$ cat config.mk
export PLATFORM = sky130hd
export DESIGN_NAME = alu_rr_sched_flat
export DESIGN_NICKNAME = d
export VERILOG_FILES = /design/src/rtl/alu_rr_sched_if.sv /design/src/rtl/alu_rr_sched.sv /design/src/flat_wrapper.sv
export SDC_FILE = /design/constraint.sdc
export NUM_CORES = 1
export LEC_CHECK = 0
export ABC_AREA = 1
export ABC_CLOCK_PERIOD_IN_PS = 1950
export BUFFER_PORTS_ARGS = -buffer_cell sky130_fd_sc_hd__buf_2
export CAP_MARGIN = 30
export CORE_ASPECT_RATIO = 2
export CORE_MARGIN = 2
export CORE_UTILIZATION = 44
export CTS_CLUSTER_SIZE = 8
export DETAILED_ROUTE_END_ITERATION = 10
export PLACE_DENSITY = 0.77
export SETUP_SLACK_MARGIN = 0.3
export SYNTH_ARGS = -nofsm -noshare
export SYNTH_HDL_FRONTEND = slang
export SYNTH_SLANG_ARGS = --single-unit
$ cat constraint.sdc
create_clock -name clk -period 1.95 [get_ports clk]
set_clock_uncertainty 0.05 [all_clocks]
set_input_delay 0.39 -clock clk [delete_from_list [all_inputs] [get_ports clk]]
set_output_delay 0.39 -clock clk [all_outputs]
set_load 0.01 [all_outputs]
$ cat src/rtl/alu_rr_sched_if.sv
`default_nettype none
// ============================================================================
//  Module   : alu_rr_sched_if
//  Purpose  : Bundle of the request, ALU and response channels of the
//             round-robin ALU scheduler.
//  Ports    : req0_* / req1_*  request channels (valid/ready, a, b, opt)
//             alu_*            operands out to the ALU, result/flags back
//             rsp_*            response channel (valid/ready, id, result, flags)
//             busy             scheduler is in EXEC or RESP
//  Modports : slave  - the scheduler
//             master - the environment (requesters, ALU, response consumer)
//  Revision : 1.0 - initial release
// ============================================================================
interface alu_rr_sched_if #(
    parameter int DW = 4,
    parameter int OW = 3,
    parameter int NF = 5
);
    logic          req0_valid;
    logic          req0_ready;
    logic [DW-1:0] req0_a;
    logic [DW-1:0] req0_b;
    logic [OW-1:0] req0_opt;

    logic          req1_valid;
    logic          req1_ready;
    logic [DW-1:0] req1_a;
    logic [DW-1:0] req1_b;
    logic [OW-1:0] req1_opt;

    logic [DW-1:0] alu_a;
    logic [DW-1:0] alu_b;
    logic [OW-1:0] alu_opt;
    logic [DW-1:0] alu_result;
    logic [NF-1:0] alu_flags;

    logic          rsp_valid;
    logic          rsp_ready;
    logic          rsp_id;
    logic [DW-1:0] rsp_result;
    logic [NF-1:0] rsp_flags;

    logic          busy;

    modport slave (
        input  req0_valid, req0_a, req0_b, req0_opt,
        input  req1_valid, req1_a, req1_b, req1_opt,
        input  alu_result, alu_flags, rsp_ready,
        output req0_ready, req1_ready,
        output alu_a, alu_b, alu_opt,
        output rsp_valid, rsp_id, rsp_result, rsp_flags, busy
    );

    modport master (
        output req0_valid, req0_a, req0_b, req0_opt,
        output req1_valid, req1_a, req1_b, req1_opt,
        output alu_result, alu_flags, rsp_ready,
        input  req0_ready, req1_ready,
        input  alu_a, alu_b, alu_opt,
        input  rsp_valid, rsp_id, rsp_result, rsp_flags, busy
    );
endinterface
`default_nettype wire

$ cat src/rtl/alu_rr_sched.sv
`default_nettype none
// ============================================================================
//  Module   : alu_rr_sched
//  Purpose  : Round-robin scheduler sharing one external 4-bit combinational
//             ALU between two requesters. The winning request is registered,
//             presented to the ALU for one cycle, and the result/flags are
//             captured and returned with the requester ID.
//  Ports    : clk    - system clock, rising edge
//             rst_n  - asynchronous active-low reset
//             bus    - alu_rr_sched_if.slave (request, ALU, response channels)
//  Revision : 1.0 - initial release
// ============================================================================
module alu_rr_sched #(
    parameter int DW = 4,   // tied to the ALU width; do not override
    parameter int OW = 3,
    parameter int NF = 5
) (
    input  wire logic     clk,
    input  wire logic     rst_n,
    alu_rr_sched_if.slave bus
);

    typedef enum logic [1:0] {
        IDLE = 2'd0,
        EXEC = 2'd1,
        RESP = 2'd2
    } state_t;

    state_t        r_state;
    logic [DW-1:0] r_op_a;
    logic [DW-1:0] r_op_b;
    logic [OW-1:0] r_op_opt;
    logic          r_id;
    logic          r_last_grant;
    logic          r_rsp_valid;
    logic          r_rsp_id;
    logic [DW-1:0] r_rsp_result;
    logic [NF-1:0] r_rsp_flags;

    logic          w_grant;
    logic          w_ready0;
    logic          w_ready1;
    logic          w_hs;

    // On contention the requester that did not win last time gets the slot;
    // with a single requester the grant simply follows its valid.
    assign w_grant  = (bus.req0_valid && bus.req1_valid) ? ~r_last_grant
                                                         : bus.req1_valid;

    // rst_n gating keeps both readies low while reset is held, even if a
    // requester is already presenting valid.
    assign w_ready0 = rst_n && (r_state == IDLE) && bus.req0_valid && !w_grant;
    assign w_ready1 = rst_n && (r_state == IDLE) && bus.req1_valid &&  w_grant;
    assign w_hs     = w_ready0 || w_ready1;

    always_ff @(posedge clk or negedge rst_n) begin
        if (!rst_n) begin
            r_state      <= IDLE;
            r_op_a       <= '0;
            r_op_b       <= '0;
            r_op_opt     <= '0;
            r_id         <= 1'b0;
            r_last_grant <= 1'b1;    // requester 0 wins the first contention
            r_rsp_valid  <= 1'b0;
            r_rsp_id     <= 1'b0;
            r_rsp_result <= '0;
            r_rsp_flags  <= '0;
        end else begin
            case (r_state)
                IDLE: begin
                    if (w_hs) begin
                        r_op_a   <= w_ready1 ? bus.req1_a   : bus.req0_a;
                        r_op_b   <= w_ready1 ? bus.req1_b   : bus.req0_b;
                        r_op_opt <= w_ready1 ? bus.req1_opt : bus.req0_opt;
                        r_id     <= w_ready1;
                        r_state  <= EXEC;
                    end
                end
                EXEC: begin
                    // ALU has had the full cycle on the latched operands.
                    r_rsp_result <= bus.alu_result;
                    r_rsp_flags  <= bus.alu_flags;
                    r_rsp_id     <= r_id;
                    r_rsp_valid  <= 1'b1;
                    r_state      <= RESP;
                end
                RESP: begin
                    if (bus.rsp_ready) begin
                        r_rsp_valid  <= 1'b0;
                        r_last_grant <= r_id;
                        r_state      <= IDLE;
                    end
                end
                default: begin
                    r_state <= IDLE;
                end
            endcase
        end
    end

    assign bus.req0_ready = w_ready0;
    assign bus.req1_ready = w_ready1;

    assign bus.alu_a      = r_op_a;
    assign bus.alu_b      = r_op_b;
    assign bus.alu_opt    = r_op_opt;

    assign bus.rsp_valid  = r_rsp_valid;
    assign bus.rsp_id     = r_rsp_id;
    assign bus.rsp_result = r_rsp_result;
    assign bus.rsp_flags  = r_rsp_flags;

    assign bus.busy       = (r_state == EXEC) || (r_state == RESP);

endmodule
`default_nettype wire

$ cat src/flat_wrapper.sv
// flat-port wrapper written by rule: the top's interface ports become plain ports
module alu_rr_sched_flat 
#(
    parameter int DW = 4,                                            
    parameter int OW = 3,
    parameter int NF = 5
)
  (clk, rst_n, bus_req0_valid, bus_req0_a, bus_req0_b, bus_req0_opt, bus_req1_valid, bus_req1_a, bus_req1_b, bus_req1_opt, bus_alu_result, bus_alu_flags, bus_rsp_ready, bus_req0_ready, bus_req1_ready, bus_alu_a, bus_alu_b, bus_alu_opt, bus_rsp_valid, bus_rsp_id, bus_rsp_result, bus_rsp_flags, bus_busy);
  alu_rr_sched_if #(.DW(DW), .OW(OW), .NF(NF)) bus_i ();
  input  wire logic clk;
  input  wire logic rst_n;
  input wire logic [$bits(bus_i.req0_valid)-1:0] bus_req0_valid;
  input wire logic [$bits(bus_i.req0_a)-1:0] bus_req0_a;
  input wire logic [$bits(bus_i.req0_b)-1:0] bus_req0_b;
  input wire logic [$bits(bus_i.req0_opt)-1:0] bus_req0_opt;
  input wire logic [$bits(bus_i.req1_valid)-1:0] bus_req1_valid;
  input wire logic [$bits(bus_i.req1_a)-1:0] bus_req1_a;
  input wire logic [$bits(bus_i.req1_b)-1:0] bus_req1_b;
  input wire logic [$bits(bus_i.req1_opt)-1:0] bus_req1_opt;
  input wire logic [$bits(bus_i.alu_result)-1:0] bus_alu_result;
  input wire logic [$bits(bus_i.alu_flags)-1:0] bus_alu_flags;
  input wire logic [$bits(bus_i.rsp_ready)-1:0] bus_rsp_ready;
  output wire logic [$bits(bus_i.req0_ready)-1:0] bus_req0_ready;
  output wire logic [$bits(bus_i.req1_ready)-1:0] bus_req1_ready;
  output wire logic [$bits(bus_i.alu_a)-1:0] bus_alu_a;
  output wire logic [$bits(bus_i.alu_b)-1:0] bus_alu_b;
  output wire logic [$bits(bus_i.alu_opt)-1:0] bus_alu_opt;
  output wire logic [$bits(bus_i.rsp_valid)-1:0] bus_rsp_valid;
  output wire logic [$bits(bus_i.rsp_id)-1:0] bus_rsp_id;
  output wire logic [$bits(bus_i.rsp_result)-1:0] bus_rsp_result;
  output wire logic [$bits(bus_i.rsp_flags)-1:0] bus_rsp_flags;
  output wire logic [$bits(bus_i.busy)-1:0] bus_busy;
  assign bus_i.req0_valid = bus_req0_valid;
  assign bus_i.req0_a = bus_req0_a;
  assign bus_i.req0_b = bus_req0_b;
  assign bus_i.req0_opt = bus_req0_opt;
  assign bus_i.req1_valid = bus_req1_valid;
  assign bus_i.req1_a = bus_req1_a;
  assign bus_i.req1_b = bus_req1_b;
  assign bus_i.req1_opt = bus_req1_opt;
  assign bus_i.alu_result = bus_alu_result;
  assign bus_i.alu_flags = bus_alu_flags;
  assign bus_i.rsp_ready = bus_rsp_ready;
  assign bus_req0_ready = bus_i.req0_ready;
  assign bus_req1_ready = bus_i.req1_ready;
  assign bus_alu_a = bus_i.alu_a;
  assign bus_alu_b = bus_i.alu_b;
  assign bus_alu_opt = bus_i.alu_opt;
  assign bus_rsp_valid = bus_i.rsp_valid;
  assign bus_rsp_id = bus_i.rsp_id;
  assign bus_rsp_result = bus_i.rsp_result;
  assign bus_rsp_flags = bus_i.rsp_flags;
  assign bus_busy = bus_i.busy;
  alu_rr_sched #(.DW(DW), .OW(OW), .NF(NF)) u_core (.clk(clk), .rst_n(rst_n), .bus(bus_i));
endmodule
## Word-level counts from Yosys, hierarchy flattened

Index checks and enable logic that the tools add are counted.

| operators by class | value |
|---|---|
| equality and inequality tests | 4 |
| muxes and demuxes | 9 |
| bitwise operators | 1 |
| reductions and logical operators | 15 |

Operator list:

| kind | count |
|---|---|
| two-way mux 4 bit | 2 |
| AND reduction 2 bit | 4 |
| logical AND 1 bit | 6 |
| one-hot mux 2 bit (3 select lines) | 1 |
| two-way mux 2 bit | 2 |
| two-way mux 3 bit | 1 |
| equality test 2 x 1 -> 1 bit (second input constant) | 1 |
| equality test 2 bit (second input constant) | 1 |
| logical NOT 2 bit | 1 |
| logical OR 1 bit | 2 |
| two-way mux 1 bit | 2 |
| inequality test 2 x 1 -> 1 bit (second input constant) | 1 |
| inequality test 2 bit (second input constant) | 1 |
| one-hot mux 1 bit (2 select lines) | 1 |
| nonzero test 2 bit | 1 |
| logical NOT 1 bit | 1 |
| inverter 1 bit | 1 |

| word-level totals | value |
|---|---|
| register bits after elaboration | 26 |
| input port bits | 36 |
| output and inout bits | 25 |
| word-level logic and storage cells | 39 |

## Longest topological paths before layout

Gate-level depths: netlist of run 1.

| logic depth | value |
|---|---|
| word-level depth | 7 |
| depth in mapped cells | 9 |
| depth with buffers taken out | 9 |

## Least setup slack after synthesis of run 1

Ideal clock, no wire load.

| timing | value |
|---|---|
| kind | reg2out |
| start | reg u_core.r_state[0] |
| end | out bus_req0_ready |
| arrival | 1.094 ns |
| required time | 1.510 ns |
| slack | 0.416 ns |
| stages on the path, launching flop included | 8 |
| buffers on the path | 1 |
| cells stage by stage | dfrtp_1 > inv_1 > ha_1 > nand2_1 > inv_2 > nand2_2 > a21oi_4 > buf_6 |

| between the ends | value |
|---|---|
| longest elaborated chain between the ends | 4 |

RTL lines:

| what | RTL line | text |
|---|---|---|
| start: declaration | alu_rr_sched.sv:29 | `state_t r_state;` |
| start signal: assignment | alu_rr_sched.sv:58 | `r_state <= IDLE;` |
| start signal: assignment | alu_rr_sched.sv:76 | `r_state <= EXEC;` |
| start signal: assignment | alu_rr_sched.sv:85 | `r_state <= RESP;` |
| logical NOT 2 bit | alu_rr_sched.sv:52 | `assign w_ready0 = rst_n && (r_state == IDLE) && bus.req0_valid && !w_grant;` |
| logical AND 1 bit (3 in series) | alu_rr_sched.sv:52 |  |
| end: declaration | flat_wrapper.sv:23 | `output wire logic [$bits(bus_i.req0_ready)-1:0] bus_req0_ready;` |

No other way between the ends.

## Worst setup path after layout of run 1

| timing | value |
|---|---|
| start | reg u_core.r_state[1] |
| end | out bus_req0_ready |

Same word-level chain as after synthesis.

==> results.sh, run 1 <==
export IMPL_clockRootBuffer="clkbuf_8"
export IMPL_stdcell_area_um2=1680
export IMPL_initial_core_util=0.464
export IMPL_antenna_found_initial=0
export IMPL_synth_area_top_cells="dfrtp_1, nand2_1, mux2_2"
export IMPL_ys_flop_type="dfrtp_1"
export IMPL_row_count=26
export IMPL_vdd_drop_max_mv=0.825
export IMPL_worstPathArrival_ns=1.34
export IMPL_required_ns=1.51
export IMPL_ff_latch_area_um2=652
export IMPL_gp_congestion=0.770
export IMPL_cts_tree="built"
export IMPL_grt_max_degree=27
export IMPL_drc=0
export IMPL_synth_edff_count=0
export IMPL_drt_wl_total_mm=3.01
export IMPL_boundaryPins=61
export IMPL_tns_ns=0
export IMPL_vias_per_cell=4.79
export IMPL_p_comb_frac=0.493
export IMPL_cts_hold_fix_buffers=0
export IMPL_critPathTopFamily="flip-flops"
export IMPL_drtIter0Drc=20
export IMPL_cp_slowest_cell="dfrtp_1"
export IMPL_finish_net_count=228
export IMPL_cp_start_kind="flop"
export IMPL_slowest_delay_ns=0.40
export IMPL_drtAntennaViolNets=0
export IMPL_hold_viol_final=0
export IMPL_multi_input_area_um2=519
export IMPL_worstHoldPathType="in2async"
export IMPL_p_per_area_nw_per_um2=1520
export IMPL_sw_frac_of_total=0.370
export IMPL_cpMostUsedCell="nand2_4"
export IMPL_grt_pass1_wl_mm=4.80
export IMPL_vias=1029
export IMPL_syn_area_um2=1190
export IMPL_p_leak_nw=0.917
export IMPL_areaGrowthSynthToFinish_pct=41.0
export IMPL_drive_gt1_frac=0.561
export IMPL_fmax_ghz=0.562
export IMPL_dp_hpwl_mm=2.31
export IMPL_core_area_um2=2570
export IMPL_tightest_slew_ns=0.330
export IMPL_crit_type="reg2out"
export IMPL_die_w_um=40.8
export IMPL_ys_seq_elements=26
export IMPL_postSynthAreaPerCell_um2=10.4
export IMPL_path_buf_inv=3
export IMPL_async_reset_ff_frac=1.00
export IMPL_rsz0062_at_grt="yes"
export IMPL_critical_path_peak_fanout=2
export IMPL_p_seq_frac=0.373
export IMPL_synth_top_cell_by_area="dfrtp_1"
export IMPL_synth_warnings=0
export IMPL_wl_per_cell_um=14.0
export IMPL_grt_pass1_vias=1107
export IMPL_clkLatencyLatePin_ns=0.27
export IMPL_io_buffers=60
export IMPL_clockPowerShare=0.134
export IMPL_overflow=0
export IMPL_synth_nets=155
export IMPL_dpl_cell_area_um2=1520
export IMPL_net_switching_power_w=0.000943
export IMPL_fp_dieH_um=77.7
export IMPL_cts_clk_slew_worst_paths_ns=0.08
export IMPL_relSlewSlack=0.780
export IMPL_p_int_w=0.00161
export IMPL_htree_levels=1
export IMPL_crit_path_cell_trace="inv_2 -> ha_4 -> nand2_4 -> inv_4 -> nand2_4 -> a21oi_4 -> buf_6"
export IMPL_dr_pass1_iters=2
export IMPL_ctsLongestPathBuffers=2
export IMPL_synth_top_area_frac=0.524
export IMPL_cap_violations=0
export IMPL_layout_min_cycle_time_ns=1.78
export IMPL_ys_seq_area_frac=0.546
export IMPL_track_usage=0.213
export IMPL_cts_num_sinks=26
export IMPL_postSynthCellCount=115
export IMPL_ys_types=20
export IMPL_antenna_cells=0
export IMPL_dieArea_um2=3170
export IMPL_outcome="finished clean"
export IMPL_maxSlewViolCount=0
export IMPL_nFillCells=201
export IMPL_crit_path_end_kind="primary output"
export IMPL_period_share=0.912
export IMPL_finalSetupViolCount=0
export IMPL_numCtsBuffers=3
==> worst paths after layout <==
check,startpoint,end,slack [ns],depth (start not counted)
worst max register to register,u_core.r_state[1]$_DFFE_PN0P_,u_core.bus.alu_b[1]$_DFFE_PN0P_,0.39,10
worst max-delay path,u_core.r_state[1]$_DFFE_PN0P_,bus_req0_ready,0.17,7
min in group clk,bus_rsp_ready,u_core.r_last_grant$_DFFE_PN1P_,0.26,2
worst min-delay path,rst_n,u_core.bus.rsp_flags[4]$_DFFE_PN0P_,0.12,2
max in group asynchronous,rst_n,u_core.r_last_grant$_DFFE_PN1P_,1.44,2
worst min register to register,u_core.bus.alu_opt[2]$_DFFE_PN0P_,u_core.bus.alu_opt[2]$_DFFE_PN0P_,0.43,2
==> registers in the layout, indices dropped and copies added (netlist names), 2 cells and up <==
signal and flops:
u_core.bus.alu_a 4, u_core.bus.alu_opt 3, u_core.bus.rsp_flags 5, u_core.bus.rsp_result 4, u_core.r_state 2, u_core.bus.alu_b 4
==> power by group through the flow <==
| stage | Combinational (W) | Sequential [W] | Clock, W |
|---|---|---|---|
| 6_report | 0.00126 | 0.000952 | 0.000341 |
| 5_1_grt | 0.00138 | 0.000988 | 0.000374 |
| 4_1_cts | 0.00119 | 0.000952 | 0.000352 |
| 3_5_place_dp | 0.00108 | 0.000964 | 0 |
| 3_3_place_gp | 0.00104 | 0.000948 | 0 |
| 2_1_floorplan | 0.000564 | 0.00107 | 0 |
==> Yosys cell counts, types with 2 or more instances <==
| cell | count |
|---|---|
| nand3_1 | 9 |
| buf_6 | 2 |
| dfrtp_1 | 25 |
| mux2_2 | 9 |
| nand2_1 | 38 |
| inv_1 | 4 |
| nand3_2 | 6 |
| nand2_2 | 3 |
| inv_2 | 2 |
| a21oi_1 | 4 |
| ha_1 | 4 |
==> final cells by class <==
class / instances / area share
Sequential cell: 26 / 0.387
Multi-Input combinational cell: 79 / 0.309
Timing Repair Buffer: 72 / 0.236
Clock buffer: 4 / 0.0327
Tap cell: 28 / 0.0208
Inverter: 6 / 0.0149
==> cells by family (layout without fill, tap and decap cells) <==
group / Yosys count / in the layout / share of synthesized area
adder cells (fa/ha/maj): 4 / 4 / 0.0419
flip-flops: 26 / 26 / 0.546
AO/OA/AOI/OAI: 7 / 7 / 0.0398
AND/OR/NAND/NOR: 59 / 59 / 0.239
buffers and inverters: 10 / 82 / 0.0482
multiplexers: 9 / 9 / 0.0849
==> cells in the final DEF, fill, tap and decap left out, types with 2 or more instances in the layout <==
cell type and count:
nand2_4 2, inv_1 2, a21oi_1 4, inv_2 3, nand3_1 9, nand2_2 2
ha_1 2, nand3_2 5, dfrtp_1 25, mux2_2 9, nand2_1 37, buf_4 12
buf_2 59, clkbuf_8 4
==> worst reg2reg max path, cell delays in order, from the launching register on <==
cell and delay [ns]:
dfrtp_1 0.40, inv_2 0.09, ha_4 0.15, nand2_4 0.05, inv_4 0.07, nand2_4 0.05, buf_4 0.12, buf_4 0.13
and2_4 0.19, nand2_1 0.07, nand3_1 0.07
==> metal layers <==
| layer | vias up | wire length (um) | global-route usage |
|---|---|---|---|
| met5 | - | 0 | 0 |
| met4 | 0 | 66 | 0.0967 |
| met3 | 7 | 131 | 0.0229 |
| met2 | 35 | 1810 | 0.388 |
| met1 | 473 | 996 | 0.210 |
| li1 | 514 | - | - |
==> metrics by stage <==
| step | hold WS [ns] | setup slack, ns | utilization | power, W | std cells |
|---|---|---|---|---|---|
| after detailed placement | 0.368 | 0.346 | 0.590 | 0.00204 | 202 |
| after floorplan | 0.0444 | 0.416 | - | 0.00163 | 115 |
| after CTS | 0.0798 | 0.191 | 0.636 | 0.00250 | 211 |
| after global placement | 0.369 | 0.415 | 0.590 | 0.00199 | 202 |
| after global routing | 0.140 | 0.118 | 0.655 | 0.00274 | 215 |
| final | 0.117 | 0.171 | 0.655 | 0.00255 | 215 |
==> timing repair <==
item | CTS | global route
gates resized for setup | 7 | 4
pin swaps | 1 | 1
setup endpoints to repair | 3 | 11
setup buffers | 5 | 4
Note: power is estimated with default switching activity, not from simulation.
==> run 2, diff against run 1 <==
--- a/config.mk
+++ b/config.mk
@@ -14,7 +14,8 @@
 export CORE_UTILIZATION = 44
 export CTS_CLUSTER_SIZE = 8
 export DETAILED_ROUTE_END_ITERATION = 10
-export PLACE_DENSITY = 0.77
+export PLACE_DENSITY = 0.78
+export REMOVE_ABC_BUFFERS = 1
 export SETUP_SLACK_MARGIN = 0.3
 export SYNTH_ARGS = -nofsm -noshare
 export SYNTH_HDL_FRONTEND = slang
==> results.sh, run 2 (same netlist as run 1, synthesis figures left out) <==
export IMPL_vias_per_cell=5.00
export IMPL_worstHoldPathType="in2async"
export IMPL_cts_clk_slew_worst_paths_ns=0.09
export IMPL_dp_cells=201
export IMPL_drtAntennaViolNets=0
export IMPL_tightest_slew_ns=0.325
export IMPL_final_common_cell="buf_2"
export IMPL_htree_levels=1
export IMPL_finish_net_count=229
export IMPL_ctsLongestPathBuffers=2
export IMPL_slowest_delay_ns=0.41
export IMPL_clockRootBuffer="clkbuf_8"
export IMPL_layout_min_cycle_time_ns=1.77
export IMPL_gp_congestion=0.818
export IMPL_rsz0062_at_grt="yes"
export IMPL_die_w_um=40.8
export IMPL_drc=0
export IMPL_grt_pass1_vias=1150
export IMPL_dp_hpwl_mm=2.05
export IMPL_numCtsBuffers=3
export IMPL_row_count=26
export IMPL_crit_path_end_kind="primary output"
export IMPL_vdd_drop_max_mv=1.02
export IMPL_areaGrowthSynthToFinish_pct=43.7
export IMPL_worstPathArrival_ns=1.33
export IMPL_core_area_um2=2570
export IMPL_p_leak_nw=0.930
export IMPL_fmax_ghz=0.564
export IMPL_clkLatencyLatePin_ns=0.27
export IMPL_cap_violations=0
export IMPL_dieArea_um2=3170
export IMPL_crit_type="reg2out"
export IMPL_finalSetupViolCount=0
export IMPL_p_per_area_nw_per_um2=1540
export IMPL_initial_core_util=0.464
export IMPL_final_util=0.667
export IMPL_largest_reg_flops=5
export IMPL_required_ns=1.51
export IMPL_drive_gt1_frac=0.564
export IMPL_critPathTopFamily="flip-flops"
export IMPL_nFillCells=198
export IMPL_whs_ns=0.0956
export IMPL_cts_tree="built"
export IMPL_final_cell_mix="buf_2, nand2_1, dfrtp_1"
export IMPL_vias=1081
export IMPL_crit_path_cell_trace="inv_2 -> ha_4 -> nand2_4 -> inv_4 -> nand2_4 -> a21oi_4 -> buf_6"
export IMPL_grt_max_degree=27
export IMPL_path_buf_inv=3
export IMPL_tns_ns=0
export IMPL_cp_slowest_cell="dfrtp_1"
export IMPL_antenna_cells=0
export IMPL_period_share=0.910
export IMPL_grt_pass1_wl_mm=4.53
export IMPL_final_cell_count_no_fill=216
export IMPL_boundaryPins=61
export IMPL_maxSlewViolCount=0
export IMPL_track_usage=0.199
export IMPL_antenna_found_initial=0
export IMPL_fp_dieH_um=77.7
export IMPL_cp_start_kind="flop"
export IMPL_overflow=0
export IMPL_cts_hold_fix_buffers=0
export IMPL_cts_num_sinks=26
export IMPL_outcome="finished clean"
export IMPL_cpMostUsedCell="nand2_4"
export IMPL_hold_viol_final=0
export IMPL_critical_path_peak_fanout=2
export IMPL_relSlewSlack=0.783
export IMPL_wl_per_cell_um=12.8
export IMPL_drt_wl_total_mm=2.76
export IMPL_dr_pass1_iters=2
export IMPL_drtIter0Drc=12
export IMPL_io_buffers=60
run 2: path summary, 6_finish.rpt:
kind	startpoint	endpoint	slack [ns]	depth (start not counted)
worst min-delay path	rst_n	u_core.bus.alu_b[2]$_DFFE_PN0P_	0.1	2
worst min register to register	u_core.bus.alu_a[0]$_DFFE_PN0P_	u_core.bus.alu_a[0]$_DFFE_PN0P_	0.44	2
worst max-delay path	u_core.r_state[0]$_DFFE_PN0P_	bus_req0_ready	0.18	7
max in group asynchronous	rst_n	u_core.r_last_grant$_DFFE_PN1P_	1.47	2
worst max register to register	u_core.r_state[0]$_DFFE_PN0P_	u_core.r_state[1]$_DFFE_PN0P_	0.44	7
min in group clk	bus_rsp_ready	u_core.r_last_grant$_DFFE_PN1P_	0.26	2
run 2: layer usage:
| metal | share of wire | up-vias | track usage |
|---|---|---|---|
| met3 | 0.059 | 4 | 0.0286 |
| met2 | 0.59 | 46 | 0.361 |
| met1 | 0.33 | 515 | 0.202 |
| met4 | 0.012 | 0 | 0.0800 |
| li1 | - | 516 | - |
| met5 | 0 | - | 0 |
run 2: what timing repair did:
action	4_1_cts	5_1_grt
pin swaps	2	2
endpoints found under the setup margin	2	11
resized for setup	9	4
setup buffers	7	4
run 2: per-stage QoR:
stage	total power, W	cell area (um^2)	setup WS (ns)
final	0.00265	1720	0.176
after global routing	0.00284	1720	0.137
after CTS	0.00260	1670	0.173
after detailed placement	0.00202	1510	0.278
after global placement	0.00197	1510	0.338
after floorplan	0.00160	1160	0.445
run 2: power breakdown:
group,internal (W),leakage [nW],switching [W],total (W)
combinational,0.000614,0.581,0.000639,0.00125
clock,0.000275,0.0357,0.000170,0.000445
sequential,0.000817,0.313,0.000133,0.000950
run 2: area by class of cell:
class / count / area, um^2 / share of cell area
inverters: 6 / 27.5 / 0.0160
well taps: 28 / 35.0 / 0.0204
repair buffers: 73 / 410 / 0.239
clock inverters: 1 / 30.0 / 0.0175
flip-flops and latches: 26 / 652 / 0.380
multi-input cells: 79 / 519 / 0.303
clock buffers: 3 / 41.3 / 0.0241
